==> config.mk <==
export PLATFORM = sky130hd
export DESIGN_NAME = loop_sequencer_flat
export DESIGN_NICKNAME = d
export VERILOG_FILES = /design/src/rtl/spp_loop_pkg.sv /design/src/rtl/loop_sequencer_if.sv /design/src/rtl/ZeroComparator.sv /design/src/rtl/loop_sequencer.sv /design/src/flat_wrapper.sv
export SDC_FILE = /design/constraint.sdc
export NUM_CORES = 1
export LEC_CHECK = 0
export ABC_AREA = 1
export CORE_ASPECT_RATIO = 1.5
export CORE_MARGIN = 3
export CORE_UTILIZATION = 50
export CTS_CLUSTER_SIZE = 16
export DETAILED_ROUTE_END_ITERATION = 16
export GPL_TIMING_DRIVEN = 0
export PLACE_DENSITY = 0.74
export SLEW_MARGIN = 40
export SYNTH_ARGS = -nofsm -noshare
export SYNTH_HDL_FRONTEND = slang
export SYNTH_SLANG_ARGS = --single-unit
export TNS_END_PERCENT = 20
==> constraint.sdc <==
create_clock -name clk -period 3.8 [get_ports clk]
set_input_delay 0.38 -clock clk [delete_from_list [all_inputs] [get_ports clk]]
set_output_delay 0.38 -clock clk [all_outputs]
set_load 0.02 [all_outputs]
==> src/rtl/spp_loop_pkg.sv <==
// Shared definitions for the counted-loop sequencer: state encoding,
// completion status codes and the busy-state decode helper.
package spp_loop_pkg;

    // Width of the trip count, iteration index and WAIT timer.
    localparam int CNT_W = 8;

    // Sequencer states, 3-bit encoding.
    typedef enum logic [2:0] {
        S_IDLE  = 3'd0,
        S_CHECK = 3'd1,
        S_ISSUE = 3'd2,
        S_WAIT  = 3'd3,
        S_DONE  = 3'd4
    } loop_state_t;

    // Completion status reported from DONE until the next start.
    localparam logic [1:0] ST_OK      = 2'b00;
    localparam logic [1:0] ST_ABORT   = 2'b01;
    localparam logic [1:0] ST_TIMEOUT = 2'b10;

    // The loop counts as busy while it is testing, issuing or waiting.
    function automatic logic state_is_busy(input loop_state_t s);
        return (s == S_CHECK) || (s == S_ISSUE) || (s == S_WAIT);
    endfunction

endpackage

==> src/rtl/loop_sequencer_if.sv <==
// Decoder/datapath-facing signal bundle of the loop sequencer.
// master: the side that starts loops and acknowledges iterations.
// slave : the sequencer itself.
interface loop_sequencer_if;
    import spp_loop_pkg::*;

    // From the instruction decoder and the loop-body datapath
    logic             start;
    logic [CNT_W-1:0] count_in;
    logic             abort;
    logic             iter_done;

    // From the sequencer
    logic             iter_start;
    logic [CNT_W-1:0] iter_idx;
    logic             busy;
    logic             done;
    logic [1:0]       status;

    modport master (
        output start, count_in, abort, iter_done,
        input  iter_start, iter_idx, busy, done, status
    );

    modport slave (
        input  start, count_in, abort, iter_done,
        output iter_start, iter_idx, busy, done, status
    );

endinterface

==> src/rtl/ZeroComparator.sv <==
// Zero detector used as the loop termination test on the live count.
module ZeroComparator #(
    parameter int W = 8
) (
    input  logic [W-1:0] a_i,
    output logic         z_o
);

    assign z_o = (a_i == '0);

endmodule

==> src/rtl/loop_sequencer.sv <==
// Counted-loop controller: loads a trip count, issues one iteration request
// per trip, waits for the datapath acknowledge (bounded by TIMEOUT cycles),
// and reports completion with a one-cycle done pulse and a held status.
// All outputs are decoded from registers only.
module loop_sequencer
    import spp_loop_pkg::*;
#(
    // Max WAIT cycles before giving up on iter_done; 0 disables, range 0..255.
    parameter int TIMEOUT = 255
) (
    input  logic            clk,
    input  logic            rst_n,
    loop_sequencer_if.slave bus
);

    // Timer value on the final permitted WAIT cycle.
    localparam bit               TIMEOUT_EN = (TIMEOUT != 0);
    localparam logic [CNT_W-1:0] TIMER_LAST = (TIMEOUT == 0) ? CNT_W'(0) : CNT_W'(TIMEOUT - 1);

    loop_state_t      state_q,  state_d;
    logic [CNT_W-1:0] cnt_q,    cnt_d;
    logic [CNT_W-1:0] idx_q,    idx_d;
    logic [CNT_W-1:0] timer_q,  timer_d;
    logic [1:0]       status_q, status_d;
    logic             cnt_zero;

    // Termination test on the live count register.
    ZeroComparator #(
        .W (CNT_W)
    ) u_zero_cmp (
        .a_i (cnt_q),
        .z_o (cnt_zero)
    );

    // State and loop registers; reset abandons any loop without a done pulse.
    always_ff @(posedge clk) begin
        if (!rst_n) begin
            state_q  <= S_IDLE;
            cnt_q    <= '0;
            idx_q    <= '0;
            timer_q  <= '0;
            status_q <= ST_OK;
        end else begin
            state_q  <= state_d;
            cnt_q    <= cnt_d;
            idx_q    <= idx_d;
            timer_q  <= timer_d;
            status_q <= status_d;
        end
    end

    // Next-state and register updates; abort outranks iter_done, which outranks timeout.
    always_comb begin
        state_d  = state_q;
        cnt_d    = cnt_q;
        idx_d    = idx_q;
        timer_d  = timer_q;
        status_d = status_q;

        unique case (state_q)
            S_IDLE: begin
                if (bus.start) begin
                    cnt_d    = bus.count_in;
                    idx_d    = '0;
                    status_d = ST_OK;
                    state_d  = S_CHECK;
                end
            end

            S_CHECK: begin
                if (bus.abort) begin
                    status_d = ST_ABORT;
                    state_d  = S_DONE;
                end else if (cnt_zero) begin
                    status_d = ST_OK;
                    state_d  = S_DONE;
                end else begin
                    state_d  = S_ISSUE;
                end
            end

            S_ISSUE: begin
                timer_d = '0;
                if (bus.abort) begin
                    status_d = ST_ABORT;
                    state_d  = S_DONE;
                end else begin
                    state_d  = S_WAIT;
                end
            end

            S_WAIT: begin
                if (bus.abort) begin
                    // Count and index stay frozen; a simultaneous ack is dropped.
                    status_d = ST_ABORT;
                    state_d  = S_DONE;
                end else if (bus.iter_done) begin
                    // Only reached with cnt non-zero, so the decrement never wraps.
                    cnt_d   = cnt_q - CNT_W'(1);
                    idx_d   = idx_q + CNT_W'(1);
                    state_d = S_CHECK;
                end else if (TIMEOUT_EN && (timer_q == TIMER_LAST)) begin
                    status_d = ST_TIMEOUT;
                    state_d  = S_DONE;
                end else if (timer_q != '1) begin
                    timer_d = timer_q + CNT_W'(1);
                end
            end

            S_DONE: begin
                state_d = S_IDLE;
            end

            default: begin
                state_d = S_IDLE;
            end
        endcase
    end

    // Moore output decode from the registered state and loop registers.
    always_comb begin
        bus.iter_start = (state_q == S_ISSUE);
        bus.busy       = state_is_busy(state_q);
        bus.done       = (state_q == S_DONE);
        bus.iter_idx   = idx_q;
        bus.status     = status_q;
    end

endmodule

==> src/flat_wrapper.sv <==
// flat-port wrapper written by rule: the top's interface ports become plain ports
module loop_sequencer_flat import spp_loop_pkg::*;
#(
                                                                               
    parameter int TIMEOUT = 255
)
  (clk, rst_n, bus_start, bus_count_in, bus_abort, bus_iter_done, bus_iter_start, bus_iter_idx, bus_busy, bus_done, bus_status);
  loop_sequencer_if bus_i ();
  input  logic clk;
  input  logic rst_n;
  input wire logic [$bits(bus_i.start)-1:0] bus_start;
  input wire logic [$bits(bus_i.count_in)-1:0] bus_count_in;
  input wire logic [$bits(bus_i.abort)-1:0] bus_abort;
  input wire logic [$bits(bus_i.iter_done)-1:0] bus_iter_done;
  output wire logic [$bits(bus_i.iter_start)-1:0] bus_iter_start;
  output wire logic [$bits(bus_i.iter_idx)-1:0] bus_iter_idx;
  output wire logic [$bits(bus_i.busy)-1:0] bus_busy;
  output wire logic [$bits(bus_i.done)-1:0] bus_done;
  output wire logic [$bits(bus_i.status)-1:0] bus_status;
  assign bus_i.start = bus_start;
  assign bus_i.count_in = bus_count_in;
  assign bus_i.abort = bus_abort;
  assign bus_i.iter_done = bus_iter_done;
  assign bus_iter_start = bus_i.iter_start;
  assign bus_iter_idx = bus_i.iter_idx;
  assign bus_busy = bus_i.busy;
  assign bus_done = bus_i.done;
  assign bus_status = bus_i.status;
  loop_sequencer #(.TIMEOUT(TIMEOUT)) u_core (.clk(clk), .rst_n(rst_n), .bus(bus_i));
endmodule
==> impl_metrics.csv <==
group,metric,value,unit
logic_synthesis,synth_area_per_cell,6.29,um2
logic_synthesis,synth_seq_area_share,31.7,%
floorplan,fp.dieArea,4440,um2
worst_setup_path,r2r-end,"u_core.timer_q[0]",
power_and_ir_drop,p_leak,1.03,nW
clock_network,cts_setup_buffers,0,
clock_network,holdBufCountCts,0,
grt,grt_pass1_vias,1887,
detailed_routing,drt-pass1-iter-count,6,
place,port_buffers,25,
worst_setup_path,critPathMaxFanout,7,
grt,grt_use_total,21.7,%
min_path,hold-path-cell-count,2,
logic_synthesis,mappedNetlistArea,1830,um2
grt,grt_pass1_wl,7670,um
logic_synthesis,syn-num-nets,309,
finish,ff_latch_area,581,um2
job,cap_violations,0,
clock_network,clkLatencyLatePin,290,ps
clock_network,post_cts_resized,0,
logic_synthesis,synth_cell_types,29,
logic_synthesis,synth-seq-cells,29,
detailed_routing,vias,1872,
floorplan,ios,26,
clock_network,cts_tree,"yes",
place,place.gp.congestion,0.869,
worst_setup_path,start_kind,"flip-flop",
worst_setup_path,rr_startpoint,"u_core.timer_q[0]",
floorplan,rows,26,
clock_network,clkTransAtPathRegs,70,ps
power_and_ir_drop,power_per_cell_area,406,nW/um2
finish,fillers,339,
finish,drive_above_1_share,7.72,%
grt,grt_start_max_net_pins,11,
floorplan,die_w,55.4,um
place,dp.final_hpwl,3130,um
clock_network,cts.sinks,29,
finish,multi_input_area,1030,um2
clock_network,htreeDepth,2,
power_and_ir_drop,irDropWorstVdd,0.329,mV
clock_network,clock_path_buffers,2,
finish,diodes,0,
worst_setup_path,critPathRequiredTime,3420,ps
timing,skew,7.83,ps
worst_setup_path,crit_end,"bus_done",
detailed_routing,antenna_left,0,
timing,finalHoldViolations,0,
worst_setup_path,crit_start,"u_core.state_q[2]",
floorplan,core-area,3450,um2
worst_setup_path,reg2regPathDepth,8,
outcome,outcome,"finished clean",
floorplan,dieHeight,80.1,um
timing,grt_setup_unrepaired,"false",
finish,fin_util,65.2,%
timing,worst_slew_pin_slew,451,ps
worst_setup_path,criticalPathCategory,"flip-flop to primary output",
grt,grt-ovfl-total,0,
logic_synthesis,ys_warn_count,0,
clock_network,root_buffer,"clkbuf_8",
detailed_routing,routed_via_density,5.11,
timing,setup_tns,0,ps
detailed_routing,drt_iter0_markers,31,
grt,antenna_found_initial,0,
logic_synthesis,syn_inst,291,
timing,final-max-slew-violation-count,0,
timing,period_needed,2070,ps
clock_network,cts_made_buffers,5,
timing,clock.fmax,483,MHz
timing,finalCritPeriodShare,54.5,%
timing,max_slew_margin,69.9,%
worst_setup_path,r2r_slack,2270,ps
detailed_routing,wl,4250,um
min_path,hold_path_class,"flip-flop to flip-flop",
timing,setup_viol,0,
worst_setup_path,worst_setup_path_end_kind,"primary output",
floorplan,start_util,53.1,%
finish,final_nets,341,
worst_setup_path,critPathArrivalTime,1690,ps
finish,area_growth,22.9,%
detailed_routing,post-route-drc-count,0,
detailed_routing,wl_per_cell,11.6,um
## cells in the mapped netlist
library cell,count,share of area (%)
nor3b_2,1,0.68
inv_2,2,0.41
a21oi_1,18,4.9
a21oi_2,1,0.48
inv_4,2,0.68
buf_4,2,0.82
xnor2_1,1,0.48
nand2_1,56,11
a31oi_1,1,0.34
nor2_8,1,1.1
a21o_1,2,0.82
nand2_2,2,0.68
o21ai_1,5,1.4
buf_6,2,1.2
nand2_4,3,1.8
nand3_1,25,6.8
o21ai_0,19,5.2
nor2_1,59,12
dfxtp_1,29,32
inv_1,41,8.4
clkinv_1,1,0.20
nor3_1,3,0.82
ha_1,5,3.4
a211oi_1,1,0.41
nor2_4,1,0.62
o21bai_1,2,0.82
nand3_2,1,0.55
nand4_1,4,1.4
clkbuf_1,1,0.20
## worst max-delay path, cell delays in order (launching register included)
cell and delay, ps:
dfxtp_1 500, inv_2 140, nor3_1 150, clkdlybuf4s50_1 620
## worst min path at each step
| stage | end | slack (ps) | from |
|---|---|---|---|
| after floorplan | u_core.cnt_q[5] | 470 | u_core.cnt_q[5] |
| after global placement | u_core.bus.status[1] | 470 | u_core.bus.status[1] |
| after detailed placement | u_core.bus.status[0] | 470 | u_core.bus.status[0] |
| after CTS | u_core.bus.status[0] | 490 | u_core.bus.status[0] |
| after global routing | u_core.bus.status[0] | 520 | u_core.bus.status[0] |
| final | u_core.bus.status[0] | 480 | u_core.bus.status[0] |
## area by class of cell
cell class | instances | area share [%]
clock inverter | 1 | 1.33
tap | 42 | 2.34
multi-input combinational | 211 | 45.8
sequential | 29 | 25.8
inverter | 46 | 7.90
buffer | 5 | 1.84
clock buffer | 7 | 3.84
timing repair buffer | 25 | 11.1
## through the flow
stage	hold slack, ps	instances	instance area [um2]	setup slack, ps	total power, W
floorplan	470	291	1830	2370	0.000511
global placement	468	358	2130	1940	0.000578
detailed placement	473	358	2130	1900	0.000580
CTS	486	366	2250	1720	0.000918
global route	522	366	2250	1620	0.000965
finish	483	366	2250	1730	0.000914
## state kept, by name (all words and copies together) (netlist names)
| register | cells |
|---|---|
| u_core.bus.iter_idx | 8 |
| u_core.cnt_q | 8 |
| u_core.timer_q | 8 |
| u_core.state_q | 3 |
| u_core.bus.status | 2 |
## layout by cell type, fill, tap and decap left out, drive strengths merged, types with 2 or more instances in the layout
master / count
inv: 45
a21oi: 19
nand4: 4
buf: 4
clkbuf: 8
o21ai: 24
ha: 5
dfxtp: 29
nand2: 61
o21bai: 2
nor2: 61
nor3: 3
clkdlybuf4s50: 25
nand3: 26
a21o: 2
## cells by family (layout without fill, tap and decap cells)
logic type               after synthesis  count (layout)  share of synthesized area, %
XOR/XNOR                               1               1                         0.479
flip-flops                            29              29                          31.7
buffers and inverters                 51              84                          12.0
AND/OR/NAND/NOR                      156             156                          38.1
adder cells (fa/ha/maj)                5               5                          3.42
AO/OA/AOI/OAI                         49              49                          14.4
## report_power, final
group	internal (W)	leakage [nW]	switching (W)
Clock	0.000214	0.0585	0.000125
Sequential	0.000327	0.236	0.0000222
Combinational	0.0000905	0.735	0.000136
## metal layers
| metal | track usage (%) | vias to the layer above | wire [um] |
|---|---|---|---|
| li1 | - | 985 | - |
| met2 | 40.3 | 38 | 2220 |
| met5 | 0 | - | 0 |
| met1 | 22.3 | 838 | 1770 |
| met3 | 4.50 | 11 | 147 |
| met4 | 11.9 | 0 | 109 |
Note: power is estimated with default switching activity, not from simulation.
